==> src/rtl/mcp_pkg.sv <==
// Shared types and constants for the MCP source-side feeder.
package mcp_pkg;

    typedef enum logic [1:0] {
        S_IDLE = 2'd0,
        S_HOLD = 2'd1,
        S_WAIT = 2'd2
    } mcp_src_state_e;

    localparam int MCP_DW = 8;
    localparam int STAT_W = 16;

endpackage

==> src/rtl/mcp_src_feeder_if.sv <==
// Upstream valid/ready stream plus the a-side send/ack signals of the MCP block.
interface mcp_src_feeder_if
    import mcp_pkg::*;
#(
    parameter int DW = MCP_DW
);
    logic [DW-1:0] in_data;
    logic          in_valid;
    logic          in_ready;
    logic [DW-1:0] adatain;
    logic          asend;
    logic          aready;

    modport master (
        input  in_data, in_valid, aready,
        output in_ready, adatain, asend
    );

    modport slave (
        output in_data, in_valid, aready,
        input  in_ready, adatain, asend
    );
endinterface

==> src/rtl/sync_fifo_1clk.sv <==
// Single-clock FIFO with wrap-bit pointers; head word is read combinationally.
module sync_fifo_1clk
    import mcp_pkg::*;
#(
    parameter  int DW    = MCP_DW,
    parameter  int DEPTH = 4,
    localparam int AW    = $clog2(DEPTH),
    localparam int LW    = $clog2(DEPTH + 1)
) (
    input  logic          aclk,
    input  logic          arst_n,
    input  logic          push,
    input  logic [DW-1:0] wdata,
    input  logic          pop,
    output logic [DW-1:0] rdata,
    output logic          full,
    output logic          empty,
    output logic [LW-1:0] level
);

    logic [AW:0]   wptr_q;
    logic [AW:0]   rptr_q;
    logic [LW-1:0] level_q;
    logic [DW-1:0] mem [DEPTH];
    logic          push_ok;
    logic          pop_ok;

    assign empty   = (wptr_q == rptr_q);
    assign full    = (wptr_q[AW] != rptr_q[AW]) && (wptr_q[AW-1:0] == rptr_q[AW-1:0]);
    assign push_ok = push && !full;
    assign pop_ok  = pop && !empty;
    assign rdata   = mem[rptr_q[AW-1:0]];
    assign level   = level_q;

    always_ff @(posedge aclk or negedge arst_n) begin
        if (!arst_n) begin
            wptr_q  <= '0;
            rptr_q  <= '0;
            level_q <= '0;
        end else begin
            if (push_ok) wptr_q <= wptr_q + 1'b1;
            if (pop_ok)  rptr_q <= rptr_q + 1'b1;
            case ({push_ok, pop_ok})
                2'b10:   level_q <= level_q + LW'(1);
                2'b01:   level_q <= level_q - LW'(1);
                default: level_q <= level_q;
            endcase
        end
    end

    // Storage carries no reset; pointers alone define what is valid.
    always_ff @(posedge aclk) begin
        if (push_ok) mem[wptr_q[AW-1:0]] <= wdata;
    end

endmodule

==> src/rtl/mcp_src_feeder.sv <==
// Source-side transmitter feeding buffered words into the MCP CDC block.
// Optional statistics counters are built when MCP_SRC_FEEDER_STATS_EN is defined.
//
// state  | meaning
// S_IDLE | waiting for a buffered word and aready; pops and launches asend
// S_HOLD | one cycle after asend; aready ignored while the MCP ready drops
// S_WAIT | waiting for the MCP ack (aready high) before the next send
module mcp_src_feeder
    import mcp_pkg::*;
#(
    parameter  int DW    = MCP_DW,
    parameter  int DEPTH = 4,
    localparam int LW    = $clog2(DEPTH + 1)
) (
    input  logic          aclk,
    input  logic          arst_n,
    mcp_src_feeder_if.master bus,
    output logic [LW-1:0] fifo_level,
    output logic          idle
`ifdef MCP_SRC_FEEDER_STATS_EN
    ,
    output logic [STAT_W-1:0] sent_cnt,
    output logic [STAT_W-1:0] stall_cnt
`endif
);

    mcp_src_state_e state_q;
    mcp_src_state_e state_d;
    logic [DW-1:0]  adatain_q;
    logic [DW-1:0]  adatain_d;
    logic           asend_q;
    logic           asend_d;
    logic           pop;
    logic           push;
    logic [DW-1:0]  fifo_rdata;
    logic           fifo_full;
    logic           fifo_empty;

    // Pointer-derived full is the same condition as level == DEPTH.
    assign bus.in_ready = !fifo_full;
    assign push         = bus.in_valid && bus.in_ready;
    assign bus.adatain  = adatain_q;
    assign bus.asend    = asend_q;
    assign idle         = fifo_empty && (state_q == S_IDLE);

    sync_fifo_1clk #(
        .DW    (DW),
        .DEPTH (DEPTH)
    ) u_fifo (
        .aclk   (aclk),
        .arst_n (arst_n),
        .push   (push),
        .wdata  (bus.in_data),
        .pop    (pop),
        .rdata  (fifo_rdata),
        .full   (fifo_full),
        .empty  (fifo_empty),
        .level  (fifo_level)
    );

    always_ff @(posedge aclk or negedge arst_n) begin
        if (!arst_n) begin
            state_q   <= S_IDLE;
            adatain_q <= '0;
            asend_q   <= 1'b0;
        end else begin
            state_q   <= state_d;
            adatain_q <= adatain_d;
            asend_q   <= asend_d;
        end
    end

    always_comb begin
        state_d   = state_q;
        adatain_d = adatain_q;
        asend_d   = 1'b0;
        pop       = 1'b0;
        case (state_q)
            S_IDLE: begin
                if (!fifo_empty && bus.aready) begin
                    pop       = 1'b1;
                    adatain_d = fifo_rdata;
                    asend_d   = 1'b1;
                    state_d   = S_HOLD;
                end
            end
            S_HOLD: state_d = S_WAIT;
            S_WAIT: begin
                if (bus.aready) state_d = S_IDLE;
            end
            default: state_d = S_IDLE;
        endcase
    end

`ifdef MCP_SRC_FEEDER_STATS_EN
    // sent_cnt wraps naturally; stall_cnt saturates at all-ones.
    always_ff @(posedge aclk or negedge arst_n) begin
        if (!arst_n) begin
            sent_cnt  <= '0;
            stall_cnt <= '0;
        end else begin
            if (asend_d) sent_cnt <= sent_cnt + 1'b1;
            if (!fifo_empty && (state_q == S_WAIT) && (stall_cnt != '1))
                stall_cnt <= stall_cnt + 1'b1;
        end
    end
`endif

endmodule

==> src/flat_wrapper.sv <==
// flat-port wrapper written by rule: the top's interface ports become plain ports
module mcp_src_feeder_flat import mcp_pkg::*;
#(
    parameter  int DW    = MCP_DW,
    parameter  int DEPTH = 4,
    localparam int LW    = $clog2(DEPTH + 1)
)
  (aclk, arst_n, fifo_level, idle, bus_in_data, bus_in_valid, bus_aready, bus_in_ready, bus_adatain, bus_asend);
  mcp_src_feeder_if #(.DW(DW)) bus_i ();
  input  logic aclk;
  input  logic arst_n;
  output logic [LW-1:0] fifo_level;
  output logic idle;
  input wire logic [$bits(bus_i.in_data)-1:0] bus_in_data;
  input wire logic [$bits(bus_i.in_valid)-1:0] bus_in_valid;
  input wire logic [$bits(bus_i.aready)-1:0] bus_aready;
  output wire logic [$bits(bus_i.in_ready)-1:0] bus_in_ready;
  output wire logic [$bits(bus_i.adatain)-1:0] bus_adatain;
  output wire logic [$bits(bus_i.asend)-1:0] bus_asend;
  assign bus_i.in_data = bus_in_data;
  assign bus_i.in_valid = bus_in_valid;
  assign bus_i.aready = bus_aready;
  assign bus_in_ready = bus_i.in_ready;
  assign bus_adatain = bus_i.adatain;
  assign bus_asend = bus_i.asend;
  mcp_src_feeder #(.DW(DW), .DEPTH(DEPTH)) u_core (.aclk(aclk), .arst_n(arst_n), .bus(bus_i), .fifo_level(fifo_level), .idle(idle));
endmodule
==> config.mk <==
export PLATFORM = sky130hd
export DESIGN_NAME = mcp_src_feeder_flat
export DESIGN_NICKNAME = d
export VERILOG_FILES = /design/src/rtl/mcp_pkg.sv /design/src/rtl/mcp_src_feeder_if.sv /design/src/rtl/sync_fifo_1clk.sv /design/src/rtl/mcp_src_feeder.sv /design/src/flat_wrapper.sv
export SDC_FILE = /design/constraint.sdc
export NUM_CORES = 1
export LEC_CHECK = 0
export BUFFER_PORTS_ARGS = -buffer_cell sky130_fd_sc_hd__buf_2
export CAP_MARGIN = 10
export CORE_ASPECT_RATIO = 1.5
export CORE_MARGIN = 3
export CORE_UTILIZATION = 50
export CTS_CLUSTER_SIZE = 28
export DETAILED_ROUTE_END_ITERATION = 12
export GPL_ROUTABILITY_DRIVEN = 0
export PLACE_DENSITY = 0.75
export RECOVER_POWER = 50
export SLEW_MARGIN = 25
export SYNTH_ARGS = -nofsm -noshare
export SYNTH_HDL_FRONTEND = slang
export SYNTH_SLANG_ARGS = --single-unit
==> constraint.sdc <==
create_clock -name aclk -period 2.4 [get_ports aclk]
set_clock_uncertainty 0.15 [all_clocks]
set_input_delay 0.12 -clock aclk [delete_from_list [all_inputs] [get_ports aclk]]
set_output_delay 0.12 -clock aclk [all_outputs]
set_load 0.005 [all_outputs]
## After elaboration in Yosys (flattened, before gate mapping)

Memory sizes are Yosys's and may differ from the RTL's. A register that Yosys moved wholly into a read port is not among the register bits.
Cells that the tools add are included.

- Add/sub/neg operators: 4
- Multipliers: 0
- Div/mod/pow operators: 0
- $lt $le $gt $ge: 0
- Eq/ne operators: 9
- Shifts and indexed selects: 0
- Muxes and demuxes: 8
- Bitwise gates (word level): 0
- Reductions and logical operators: 13

Operators with widths:

| cell | count |
|---|---|
| $add A3 B1 Y3 const B | 3 |
| $logic_and A1 B1 Y1 | 6 |
| $pmux W2 S3 | 1 |
| $pmux W3 S2 | 1 |
| $eq A2 B1 Y1 const B | 2 |
| $eq A2 B2 Y1 const B | 2 |
| $mux W1 | 4 |
| $mux W2 | 2 |
| $ne A2 B2 Y1 const B | 2 |
| $reduce_and A2 Y1 | 2 |
| $eq A3 B3 Y1 | 1 |
| $logic_not A1 Y1 | 3 |
| $sub A3 B1 Y3 const B | 1 |
| $eq A2 B2 Y1 | 1 |
| $logic_not A2 Y1 | 1 |
| $reduce_bool A2 Y1 | 1 |
| $ne A1 B1 Y1 | 1 |

- Register bits after elaboration: 12
- Latch bits: 0
- Bits in writable memories: 32
- Bits in read-only memories: 0
- Input port bits: 12
- Output and inout port bits: 14
- Word-level logic and storage cells: 40
- Memories kept: 1

Memories:

| memory | words | bits a word | read ports | clocked after Yosys merged registers in | wr ports | line | text |
|---|---|---|---|---|---|---|---|
| u_core.u_fifo.mem | 4 | 8 | 1 | 1 | 1 | sync_fifo_1clk.sv:24 | `logic [DW-1:0] mem [DEPTH];` |

## Depth between registers and ports, before layout

Gate-level depths: netlist of the first run.

- Depth after elaboration: 8
- Gate-level depth with buffers: 9
- Mapped depth without buffers: 8

## Modules after synthesis

From an unflattened synthesis of the first run, not the netlist that was laid out.

- Cells, all modules: 131
- Area, all modules: 2,298.5 µm²

By module, submodules not included:

| module | instances | cells each | area an instance (µm²) | sequential area each (µm²) |
|---|---|---|---|---|
| sync_fifo_1clk | 1 | 105 | 1,866.8 | 1,186.1 |
| mcp_src_feeder | 1 | 26 | 431.7 | 275.3 |

## Least setup slack after synthesis of the first run

OpenSTA, ideal clock, no wires.

- Kind: flip-flop to flip-flop
- Start: register u_core.u_fifo.rptr_q[0]
- End: register u_core.u_fifo.level_q[2] (netlist: u_core.u_fifo.level[2])
- Library setup time: 0.125 ns
- Data arrival time: 2.026 ns
- Required time: 2.125 ns
- Setup slack: 0.099 ns
- Cell stages (with the launch flop): 10
- Path buffers: 2
- Clock period less this slack: 2.301 ns
- Cells stage by stage: dfrtp_1 > buf_6 > xnor2_4 > a31oi_4 > buf_6 > ha_1 > fa_1 > xnor2_1 > nor2_1 > xor2_1

- Word-level cells in the longest chain between the ends: 8
- Elaborated cells between the ends (all ways): 15
- Classes of those cells: 4 x eq/ne; 3 x mux; 8 x reduce/logical

Ends and longest elaborated chain:

| element | line | text |
|---|---|---|
| start: declaration | sync_fifo_1clk.sv:22 | `logic [AW:0] rptr_q;` |
| start signal: assignment | sync_fifo_1clk.sv:42 | `if (pop_ok) rptr_q <= rptr_q + 1'b1;` |
| $eq A3 B3 Y1 * | sync_fifo_1clk.sv:28 | `assign empty = (wptr_q == rptr_q);` |
| $logic_not A1 Y1 * | sync_fifo_1clk.sv:31, mcp_src_feeder.sv:80 |  |
| $logic_and A1 B1 Y1 | mcp_src_feeder.sv:80 | `if (!fifo_empty && bus.aready) begin` |
| $mux W1 | mcp_src_feeder.sv:80 |  |
| $mux W1 | mcp_src_feeder.sv:78 | `case (state_q)` |
| $logic_and A1 B1 Y1 * | sync_fifo_1clk.sv:31 | `assign pop_ok = pop && !empty;` |
| net u_core.u_fifo.pop_ok | sync_fifo_1clk.sv:26 | `logic pop_ok;` |
| $eq A2 B1 Y1 / $eq A2 B2 Y1 (equally long branches) | sync_fifo_1clk.sv:43 | `case ({push_ok, pop_ok})` |
| $pmux W3 S2 / $reduce_bool A2 Y1 (equally long branches) | - |  |
| end signal: assignment | sync_fifo_1clk.sv:44 | `2'b10: level_q <= level_q + LW'(1);` |
| end signal: assignment | sync_fifo_1clk.sv:45 | `2'b01: level_q <= level_q - LW'(1);` |
| end signal: assignment | sync_fifo_1clk.sv:46 | `default: level_q <= level_q;` |
| end: declaration | sync_fifo_1clk.sv:23 | `logic [LW-1:0] level_q;` |

Mark *: on every way through the listed nets, which the timed path passes. The rest lies on a longest branch.
A chain may end at the register's enable or synchronous reset.

## Worst setup path in the final report of the first run

- Start: register u_core.u_fifo.rptr_q[1]
- End: register u_core.u_fifo.level_q[2] (netlist: u_core.u_fifo.level[2])

- Word-level cells in the longest chain between the ends: 8
- Elaborated cells between the ends (all ways): 15
- Classes of those cells: 4 x eq/ne; 3 x mux; 8 x reduce/logical

Ends and longest elaborated chain:

| element | line |
|---|---|
| $eq A3 B3 Y1 | sync_fifo_1clk.sv:28 |
| $logic_not A1 Y1 | sync_fifo_1clk.sv:31, mcp_src_feeder.sv:80 |
| $logic_and A1 B1 Y1 | mcp_src_feeder.sv:80 |
| $mux W1 | mcp_src_feeder.sv:80 |
| $mux W1 | mcp_src_feeder.sv:78 |
| $logic_and A1 B1 Y1 | sync_fifo_1clk.sv:31 |
| $eq A2 B1 Y1 / $eq A2 B2 Y1 (equally long branches) | sync_fifo_1clk.sv:43 |
| $pmux W3 S2 / $reduce_bool A2 Y1 (equally long branches) | - |

Parallel ways exist; a longest one is shown, timed or not.

==> flow_summary_export.csv, run 1 <==
group,metric,value,unit
critical_path,worstPathArrival,2350,ps
die,core,0.004282,mm^2
clocking,cts_buffer_depth,2,
routing,via_count,1107,
layout,seqCellArea,0.001464,mm^2
routing,drtPass1Iterations,4,
synthesis,synth_edf_count,32,
clocking,tritoncts,"done",
clocking,root_buffer,"clkbuf_8",
critical_path,critPathMaxStageDelay,450,ps
placement,portBuffers,25,
pwr,power.switching,1160,uW
routing,detail_route.iter0.violations,17,
synthesis,synthTopCellsByArea,"edfxtp_1 (43%), dfrtp_1 (22%), mux4_1 (9.3%)",
critical_path,crit_required,2480,ps
routing,drt-met1-wl,1.422,mm
synthesis,yosysUniqueCellTypes,22,
critical_path,crit_path_end_kind,"flip-flop",
grt,grt_pass1_wl,5.754,mm
sta,rsz0062_at_grt,"no",
routing,post-route-drc-count,0,
synthesis,yosysTopAreaCellShare,42.67,%
clocking,clkLatencyLatePin,300,ps
pwr,swShare,33.91,%
clocking,cts_made_buffers,5,
grt,grt_use_total,15.16,%
grt,grt_antenna_before_repair,0,
synthesis,synth_area_leader_cell,"edfxtp_1",
synthesis,yosysSeqAreaShare,64.89,%
die,initial_core_util,52.60,%
die,die_h,88.20,um
pwr,p_leak,0.001041,uW
grt,grt_pass1_vias,1172,
routing,wl_per_cell,17.26,um
pwr,ir_drop,0.4927,mV
layout,fin_area,0.002619,mm^2
synthesis,synth_area,0.002252,mm^2
layout,drive_gt1_share,29.56,%
sta,setup_viol,0,
sta,post-route-min-period,2270,ps
sta,fmax,0.4405,GHz
sta,holdWs,180.2,ps
layout,n_antenna_cell,0,
routing,wl_met3,129,um
critical_path,worstPathMaxFanout,8,
synthesis,yosysMostFrequentCell,"edfxtp_1",
hold_path,hold_class,"in -> reg",
pwr,clkPwrFrac,14.6,%
synthesis,netlist_top_cells_count,"edfxtp_1 (32), dfrtp_1 (20), mux2_4 (8), mux4_1 (8), ha_1 (6)",
sta,finalSetupTns,0,ps
grt,grt_start_max_net_pins,21,
sta,slew_headroom,28.42,%
placement,dp_hpwl,2.454,mm
critical_path,crit_chain,"xnor2_4 > a31oi_4 > inv_1 > ha_1 > fa_1 > xnor2_1 > nor2_1 > xor2_1",
pwr,powerDensity,1306,mW/mm^2
grt,gr-total-overflow,0,
routing,viasPerCell,5.400,
synthesis,synth_fp_nets,133,
routing,top_layer,"met4",
die,dieArea,0.005362,mm^2
pwr,comb_power_share,42.4,%
sta,min_period_over_period,94.59,%
routing,routed_wl,3.539,mm
synthesis,synthCells,114,
synthesis,ys_dominant_reg_cell,"edfxtp_1",
synthesis,ys_ff_latch,52,
critical_path,criticalPathCategory,"reg -> reg",
clocking,numClockSinks,52,
clocking,clk_pin_slew,90,ps
pwr,pwr-share-seq,43.1,%
sta,tightest_slew,1074,ps
routing,antenna_left,0,
synthesis,ys_async_sr_fraction,38.46,%
critical_path,start_kind,"flip-flop",
sta,hold_violations,0,
routing,dr_wl_met2,1.925,mm
die,pin_count,26,
layout,syn_to_final_growth,16.28,%
die,num_rows,29,
status,status,"completed",
flow_run,max-cap-violations,0,
layout,multi_input_area,738.2,um^2
clocking,htreeDepth,2,
critical_path,crit_slowest_cell,"dfrtp_1",
synthesis,ys_warn_count,0,
layout,fin_nets,177,
placement,place_area,0.002431,mm^2
layout,n_fill_cell,317,
sta,maxSlewViolCount,0,
die,die_w,60.80,um
pwr,intPower,2261,uW
synthesis,avgSynthCellArea,19.76,um^2
## worst paths after layout
check / startpoint / endpoint / slack [ps] / cells after the start
worst min-delay path: bus_in_valid / u_core.u_fifo.wptr_q[1]$_DFFE_PN0P_ / 180 / 4
worst min register to register: u_core.u_fifo.level[2]$_DFFE_PN0P_ / u_core.u_fifo.level[2]$_DFFE_PN0P_ / 340 / 1
max in group asynchronous: arst_n / u_core.u_fifo.wptr_q[1]$_DFFE_PN0P_ / 1010 / 2
worst max register to register: u_core.u_fifo.rptr_q[1]$_DFFE_PN0P_ / u_core.u_fifo.level[2]$_DFFE_PN0P_ / 130 / 8
worst max-delay path: u_core.u_fifo.rptr_q[1]$_DFFE_PN0P_ / u_core.u_fifo.level[2]$_DFFE_PN0P_ / 130 / 8
min in group asynchronous: arst_n / u_core.u_fifo.rptr_q[2]$_DFFE_PN0P_ / 380 / 2
## metal layers
metal  vias up  global-route usage, %
li1        520                      -
met4         0                  6.312
met5         -                      0
met3         6                  3.687
met2        26                  26.00
met1       555                  17.78
## flip-flops by register name, indices dropped and copies added, names as in the netlist
name / count
u_core.u_fifo.rptr_q: 3
u_core.bus.adatain: 8
u_core.u_fifo.mem: 32
u_core.u_fifo.wptr_q: 3
u_core.u_fifo.level: 3
u_core.bus.asend: 1
u_core.state_q: 2
## worst max-delay path: cells and delay by family (launching register included)
family / cells / cell delay, ps
fa+ha+maj: 2 / 620
xor+xnor: 3 / 520
buf+inv: 1 / 70
simple gates: 1 / 120
flops: 1 / 450
compound gates: 1 / 270
## metrics by stage
stage | worst slack [ps] | util (%) | instances | power (uW)
floorplan | 98.77 | - | 114 | 2572
global placement | 187.6 | 56.78 | 186 | 2858
detailed placement | 83.96 | 56.78 | 186 | 2950
CTS | 52.14 | 61.25 | 204 | 3468
global route | 10.56 | 61.16 | 205 | 3658
finish | 129.7 | 61.16 | 205 | 3421
## final cells by class
| cell class | count | share of cell area, % |
|---|---|---|
| Clock buffer | 5 | 2.628 |
| Clock inverter | 3 | 0.8600 |
| Inverter | 5 | 0.7167 |
| Multi-Input combinational cell | 54 | 28.19 |
| Sequential cell | 52 | 55.90 |
| Tap cell | 46 | 2.198 |
| Timing Repair Buffer | 40 | 9.508 |
## cell families after synthesis
group / after synthesis / synth area share, %
AOI/OAI and AO/OA: 6 / 3.111
and+or+nand+nor: 10 / 2.500
buffers and inverters: 8 / 2.333
adders and majority gates: 7 / 4.222
DFF: 52 / 64.89
xor gates and xnor gates: 11 / 6.278
muxes: 20 / 16.67
## cell usage in the layout (no fill, tap or decap), types with 6 or more instances in the layout
cell	synthesis	layout
clkbuf_1	0	11
edfxtp_1	32	32
dfrtp_1	20	18
mux4_1	8	8
ha_1	6	6
dlygate4sd3_1	0	10
buf_2	0	14
mux2_4	8	8
## timing repair
item                                    CTS  global route
hold endpoints to repair                 53             0
endpoints found under the setup margin    0             1
gates resized for setup                   0             2
setup buffers                             0             1
hold buffers                             10             0
## power by group through the flow
| stage | logic [uW] | registers [uW] | clock network, uW |
|---|---|---|---|
| after floorplan | 1120 | 1460 | 0 |
| after global placement | 1390 | 1470 | 0 |
| after detailed placement | 1450 | 1500 | 0 |
| after CTS | 1480 | 1480 | 513 |
| after global routing | 1590 | 1520 | 549 |
| final | 1450 | 1470 | 498 |
No activity file was read; power rests on OpenSTA's default activity.
==> inputs of run 2 (changes only) <==
--- a/config.mk
+++ b/config.mk
@@ -13,6 +13,7 @@
 export CTS_CLUSTER_SIZE = 28
 export DETAILED_ROUTE_END_ITERATION = 12
 export GPL_ROUTABILITY_DRIVEN = 0
+export MAX_ROUTING_LAYER = met4
 export PLACE_DENSITY = 0.75
 export RECOVER_POWER = 50
 export SLEW_MARGIN = 25
==> run 2 against run 1 <==
Against the previous run:
- die area is the same
- fmax is the same
- combinational power is essentially flat
- sequential cell count is the same
- critical path depth is the same
- register-to-register slack is essentially flat
- worst setup slack is the same
- highest routed layer unchanged
- utilization is the same
- worst hold slack is essentially flat
- total power is essentially flat
==> flow_summary_export.csv, run 2 (synthesis gave the netlist of run 1 again) <==
group,metric,value,unit
placement,portBuffers,25,
clocking,root_buffer,"clkbuf_8",
layout,n_fill_cell,317,
pwr,p_leak,0.001041,uW
critical_path,ff2ff_path_depth,8,
layout,fin_nets,177,
status,status,"completed",
grt,grt_start_max_net_pins,21,
pwr,power.switching,1160,uW
sta,rsz0062_at_grt,"no",
critical_path,worstPathMaxFanout,8,
critical_path,start_kind,"flip-flop",
routing,post-route-drc-count,0,
sta,setup_viol,0,
sta,finalSetupTns,0,ps
layout,layout_common_cells,"edfxtp_1 (32), dfrtp_1 (18), buf_2 (14)",
die,pin_count,26,
routing,via_count,1107,
clocking,tritoncts,"done",
clocking,cts_buffer_depth,2,
pwr,pwr-share-seq,43.1,%
sta,fmax,0.4405,GHz
critical_path,crit_path_end_kind,"flip-flop",
die,initial_core_util,52.60,%
pwr,clkPwrFrac,14.6,%
flow_run,max-cap-violations,0,
routing,detail_route.iter0.violations,17,
hold_path,hold_class,"in -> reg",
grt,gr-total-overflow,0,
die,die_w,60.80,um
pwr,swShare,33.91,%
hold_path,hold_depth,4,
pwr,comb_power_share,42.4,%
layout,drive_gt1_share,29.56,%
sta,tightest_slew,1074,ps
sta,hold_violations,0,
routing,routed_wl,3.539,mm
grt,grt_pass1_wl,5.747,mm
layout,final_common_cell,"edfxtp_1",
pwr,intPower,2261,uW
sta,maxSlewViolCount,0,
routing,drtPass1Iterations,4,
grt,grt_use_total,15.63,%
critical_path,worstPathArrival,2350,ps
sta,slew_headroom,28.42,%
die,num_rows,29,
pwr,ir_drop,0.4927,mV
pwr,power,3421,uW
clocking,numClockSinks,52,
routing,antenna_left,0,
grt,grt_antenna_before_repair,0,
clocking,htreeDepth,2,
placement,dp_slack,83.96,ps
routing,wl_per_cell,17.26,um
critical_path,criticalPathCategory,"reg -> reg",
pwr,powerDensity,1306,mW/mm^2
layout,n_antenna_cell,0,
sta,finalWorstSetupSlack,129.7,ps
placement,dp_hpwl,2.454,mm
clocking,clk_pin_slew,90,ps
routing,viasPerCell,5.400,
die,core,0.004282,mm^2
sta,post-route-min-period,2270,ps
clocking,clkLatencyLatePin,300,ps
layout,syn_to_final_growth,16.28,%
die,die_h,88.20,um
layout,seqCellArea,0.001464,mm^2
clocking,cts_made_buffers,5,
layout,largest_reg_flops,32,
grt,grt_pass1_vias,1173,
sta,min_period_over_period,94.59,%
critical_path,crit_required,2480,ps
die,dieArea,0.005362,mm^2
layout,multi_input_area,738.2,um^2
==> run 2: cell counts in the layout (fill, tap and decap cells not counted) <==
No cell type changed its count.
==> run 2: stage by stage <==
step	instances	utilization (%)	hold WS, ps	cell area [um^2]
CTS	204	61.25	93.44	2623
detailed placement	186	56.78	-55.32	2431
global placement	186	56.78	-64.31	2431
floorplan	114	-	-325.6	2252
finish	205	61.16	180.1	2619
global route	205	61.16	174.5	2619
==> run 2: worst paths after layout <==
check                                                    start                             endpoint  slack [ps]
min reg2reg                 u_core.u_fifo.level[2]$_DFFE_PN0P_   u_core.u_fifo.level[2]$_DFFE_PN0P_         340
min                                               bus_in_valid  u_core.u_fifo.wptr_q[1]$_DFFE_PN0P_         180
max                        u_core.u_fifo.rptr_q[1]$_DFFE_PN0P_   u_core.u_fifo.level[2]$_DFFE_PN0P_         130
max reg2reg                u_core.u_fifo.rptr_q[1]$_DFFE_PN0P_   u_core.u_fifo.level[2]$_DFFE_PN0P_         130
min in group asynchronous                               arst_n  u_core.u_fifo.rptr_q[2]$_DFFE_PN0P_         380
max in group asynchronous                               arst_n  u_core.u_fifo.wptr_q[1]$_DFFE_PN0P_        1010
==> run 2: cell type report <==
cell class | instances | area share (%)
Tap cell | 46 | 2.198
Inverter | 5 | 0.7167
Multi-Input combinational cell | 54 | 28.19
Clock inverter | 3 | 0.8600
Sequential cell | 52 | 55.90
Timing Repair Buffer | 40 | 9.508
Clock buffer | 5 | 2.628
==> run 2: routing by layer <==
| metal | routed length (um) | up-vias | GRT usage, % |
|---|---|---|---|
| li1 | - | 520 | - |
| met1 | 1422 | 555 | 17.78 |
| met2 | 1926 | 26 | 26.00 |
| met3 | 129 | 6 | 3.687 |
| met4 | 61 | 0 | 6.312 |
| met5 | 0 | - | - |
==> run 2: repair_timing <==
action / 4_1_cts / 5_1_grt
buffers inserted: 0 / 1
endpoints found under the setup margin: 0 / 1
endpoints found under the hold margin: 53 / 0
hold buffers: 10 / 0
resized for setup: 0 / 2
==> run 2: critical path, stage by stage (launching register included) <==
cell     delay [ps]
dfrtp_1         450
xnor2_4         220
a31oi_4         270
inv_1            70
ha_1            240
fa_1            380
xnor2_1         130
nor2_1          120
xor2_1          170
==> run 2: power by group through the flow <==
stage / Sequential (uW) / Clock, uW / Combinational, uW
2_1_floorplan: 1460 / 0 / 1120
3_3_place_gp: 1470 / 0 / 1390
3_5_place_dp: 1500 / 0 / 1450
4_1_cts: 1480 / 513 / 1480
5_1_grt: 1520 / 549 / 1590
6_report: 1470 / 498 / 1450
==> inputs of run 3 (changes only) <==
--- a/config.mk
+++ b/config.mk
@@ -9,12 +9,12 @@
 export CAP_MARGIN = 10
 export CORE_ASPECT_RATIO = 1.5
 export CORE_MARGIN = 3
-export CORE_UTILIZATION = 50
+export CORE_UTILIZATION = 51
 export CTS_CLUSTER_SIZE = 28
 export DETAILED_ROUTE_END_ITERATION = 12
 export GPL_ROUTABILITY_DRIVEN = 0
 export MAX_ROUTING_LAYER = met4
-export PLACE_DENSITY = 0.75
+export PLACE_DENSITY = 0.76
 export RECOVER_POWER = 50
 export SLEW_MARGIN = 25
 export SYNTH_ARGS = -nofsm -noshare
==> run 3 against run 2 <==
Against the previous run:
- clock-buffer cell count unchanged
- combinational power about the same
- non-clock buffer count down 1
- worst setup slack better by 46 ps
- final cell count down 0.49%
- utilization up 0.35 points
- routed wire length down 5.3%
- critical endpoint unchanged
- largest cell class unchanged
==> flow_summary_export.csv, run 3 (synthesis gave the netlist of run 1 again) <==
group,metric,value,unit
status,status,"completed",
layout,fin_area,0.002611,mm^2
sta,setup_viol,0,
routing,detail_route.iter0.violations,28,
placement,portBuffers,25,
layout,finalCoreUtilization,61.51,%
clocking,clk_pin_slew,90,ps
routing,via_count,1102,
routing,drtPass1Iterations,4,
routing,wl_per_cell,16.44,um
critical_path,crit_chain,"xnor2_4 > a31oi_4 > inv_1 > ha_1 > fa_1 > xnor2_1 > nor2_1 > xor2_1",
grt,grt_use_total,15.34,%
die,num_rows,29,
clocking,cts_made_buffers,5,
critical_path,r2r-end,"u_core.u_fifo.level[2]$_DFFE_PN0P_",
layout,final_common_cell,"edfxtp_1",
critical_path,criticalPathCategory,"reg -> reg",
critical_path,crit_slowest_cell,"dfrtp_2",
placement,dp_slack,100.4,ps
sta,tightest_slew,1100,ps
sta,min_period_over_period,92.68,%
layout,drive_gt1_share,29.11,%
grt,grt_pass1_vias,1160,
layout,fin_cells,204,
grt,grt_start_max_net_pins,21,
critical_path,start_kind,"flip-flop",
grt,grt_pass1_wl,5.526,mm
sta,rsz0062_at_grt,"no",
critical_path,worstPathArrival,2270,ps
clocking,cts_buffer_depth,2,
routing,viasPerCell,5.402,
clocking,clkLatencyLatePin,300,ps
grt,gr-total-overflow,0,
sta,finalWorstSetupSlack,175.8,ps
critical_path,critPathMaxStageDelay,480,ps
routing,post-route-drc-count,0,
die,die_h,87.39,um
pwr,ir_drop,0.9314,mV
critical_path,worstPathMaxFanout,8,
layout,syn_to_final_growth,15.94,%
sta,fmax,0.4496,GHz
critical_path,ff2ff_setup_slack,180,ps
hold_path,hold_class,"in -> reg",
layout,largest_reg_flops,32,
hold_path,min_from,"bus_aready",
hold_path,hold_depth,3,
placement,dp_cells,186,
die,initial_core_util,53.05,%
critical_path,ff2ff_path_depth,8,
pwr,powerDensity,1307,mW/mm^2
clocking,tritoncts,"done",
die,dieArea,0.005266,mm^2
pwr,p_leak,0.001028,uW
layout,n_antenna_cell,0,
die,pin_count,26,
sta,slew_headroom,26.69,%
sta,hold_violations,0,
placement,dp_hpwl,2.333,mm
sta,post-route-min-period,2224,ps
clocking,root_buffer,"clkbuf_8",
clocking,htreeDepth,2,
sta,finalSetupTns,0,ps
critical_path,r2r_start,"u_core.u_fifo.wptr_q[1]$_DFFE_PN0P_",
layout,fin_nets,176,
die,core,0.004245,mm^2
sta,maxSlewViolCount,0,
routing,antenna_left,0,
grt,grt_antenna_before_repair,0,
clocking,numClockSinks,52,
critical_path,crit_required,2440,ps
placement,place_area,0.002431,mm^2
flow_run,max-cap-violations,0,
layout,layout_common_cells,"edfxtp_1 (32), dfrtp_1 (18), buf_2 (13)",
die,die_w,60.26,um
hold_path,hold-path-endpoint,"u_core.state_q[1]$_DFFE_PN0P_",
critical_path,crit_path_end_kind,"flip-flop",
routing,routed_wl,3.353,mm
[run 3: cell types whose count changed in the layout (fill, tap and decap cells not counted)]
cell,previous run,this run
buf_2,14,13
clkbuf_1,11,12
clkinv_2,1,0
clkinv_4,1,0
clkinvlp_4,0,2
dlygate4sd3_1,10,9
inv_6,1,0
inv_8,0,1
[run 3: through the flow]
step / hold WS (ps) / power (uW)
after floorplan: -325.6 / 2572
after global placement: -55.87 / 2869
after detailed placement: -46.37 / 2946
after CTS: 18.62 / 3470
after global routing: 23.52 / 3667
final: 28.93 / 3414
[run 3: worst max path at each step]
stage,slack (ps),startpoint,cells past startpoint,to
2_1_floorplan,100,u_core.u_fifo.rptr_q[0]$_DFFE_PN0P_,9,u_core.u_fifo.level[2]$_DFFE_PN0P_
3_3_place_gp,190,u_core.u_fifo.wptr_q[0]$_DFFE_PN0P_,8,u_core.u_fifo.level[2]$_DFFE_PN0P_
3_5_place_dp,100,u_core.u_fifo.wptr_q[1]$_DFFE_PN0P_,8,u_core.u_fifo.level[2]$_DFFE_PN0P_
4_1_cts,90,u_core.u_fifo.wptr_q[1]$_DFFE_PN0P_,8,u_core.u_fifo.level[2]$_DFFE_PN0P_
5_1_grt,20,u_core.u_fifo.wptr_q[1]$_DFFE_PN0P_,8,u_core.u_fifo.level[2]$_DFFE_PN0P_
6_report,180,u_core.u_fifo.wptr_q[1]$_DFFE_PN0P_,8,u_core.u_fifo.level[2]$_DFFE_PN0P_
[run 3: report_power, final]
part           leakage [uW]  internal [uW]  total [uW]  switching [uW]
Sequential         0.000529           1280        1470             193
Combinational      0.000458            776        1440             666
Clock             0.0000423            212         502             290
[run 3: what timing repair did]
item,CTS,global route
hold buffers,9,0
buffers inserted,0,1
setup endpoints to repair,0,1
hold endpoints to repair,52,0
gates resized for setup,0,2
[run 3: cell type report]
class / count / area (um^2)
Sequential cell: 52 / 1464
Fill cell: 310 / 1634
Tap cell: 46 / 57.56
Inverter: 5 / 18.77
Clock inverter: 3 / 26.28
Clock buffer: 5 / 68.82
Timing Repair Buffer: 39 / 237.7
Multi-Input combinational cell: 54 / 738.2
[run 3: routing by layer]
metal	up-vias	wire length (um)	share of wire (%)	track usage, %
met1	553	1284	38	17.41
met2	24	1865	56	25.69
met4	0	70	2.1	6.653
li1	520	-	-	-
met3	5	133	4.0	3.116
met5	-	0	0	-
[run 3: critical path, delay by kind of cell (launching register included)]
family	cells	cell delay, ps
and+or+nand+nor	1	60
AOI/OAI and AO/OA	1	230
buffers and inverters	1	70
xor gates and xnor gates	3	490
adders and majority gates	2	620
DFF	1	480
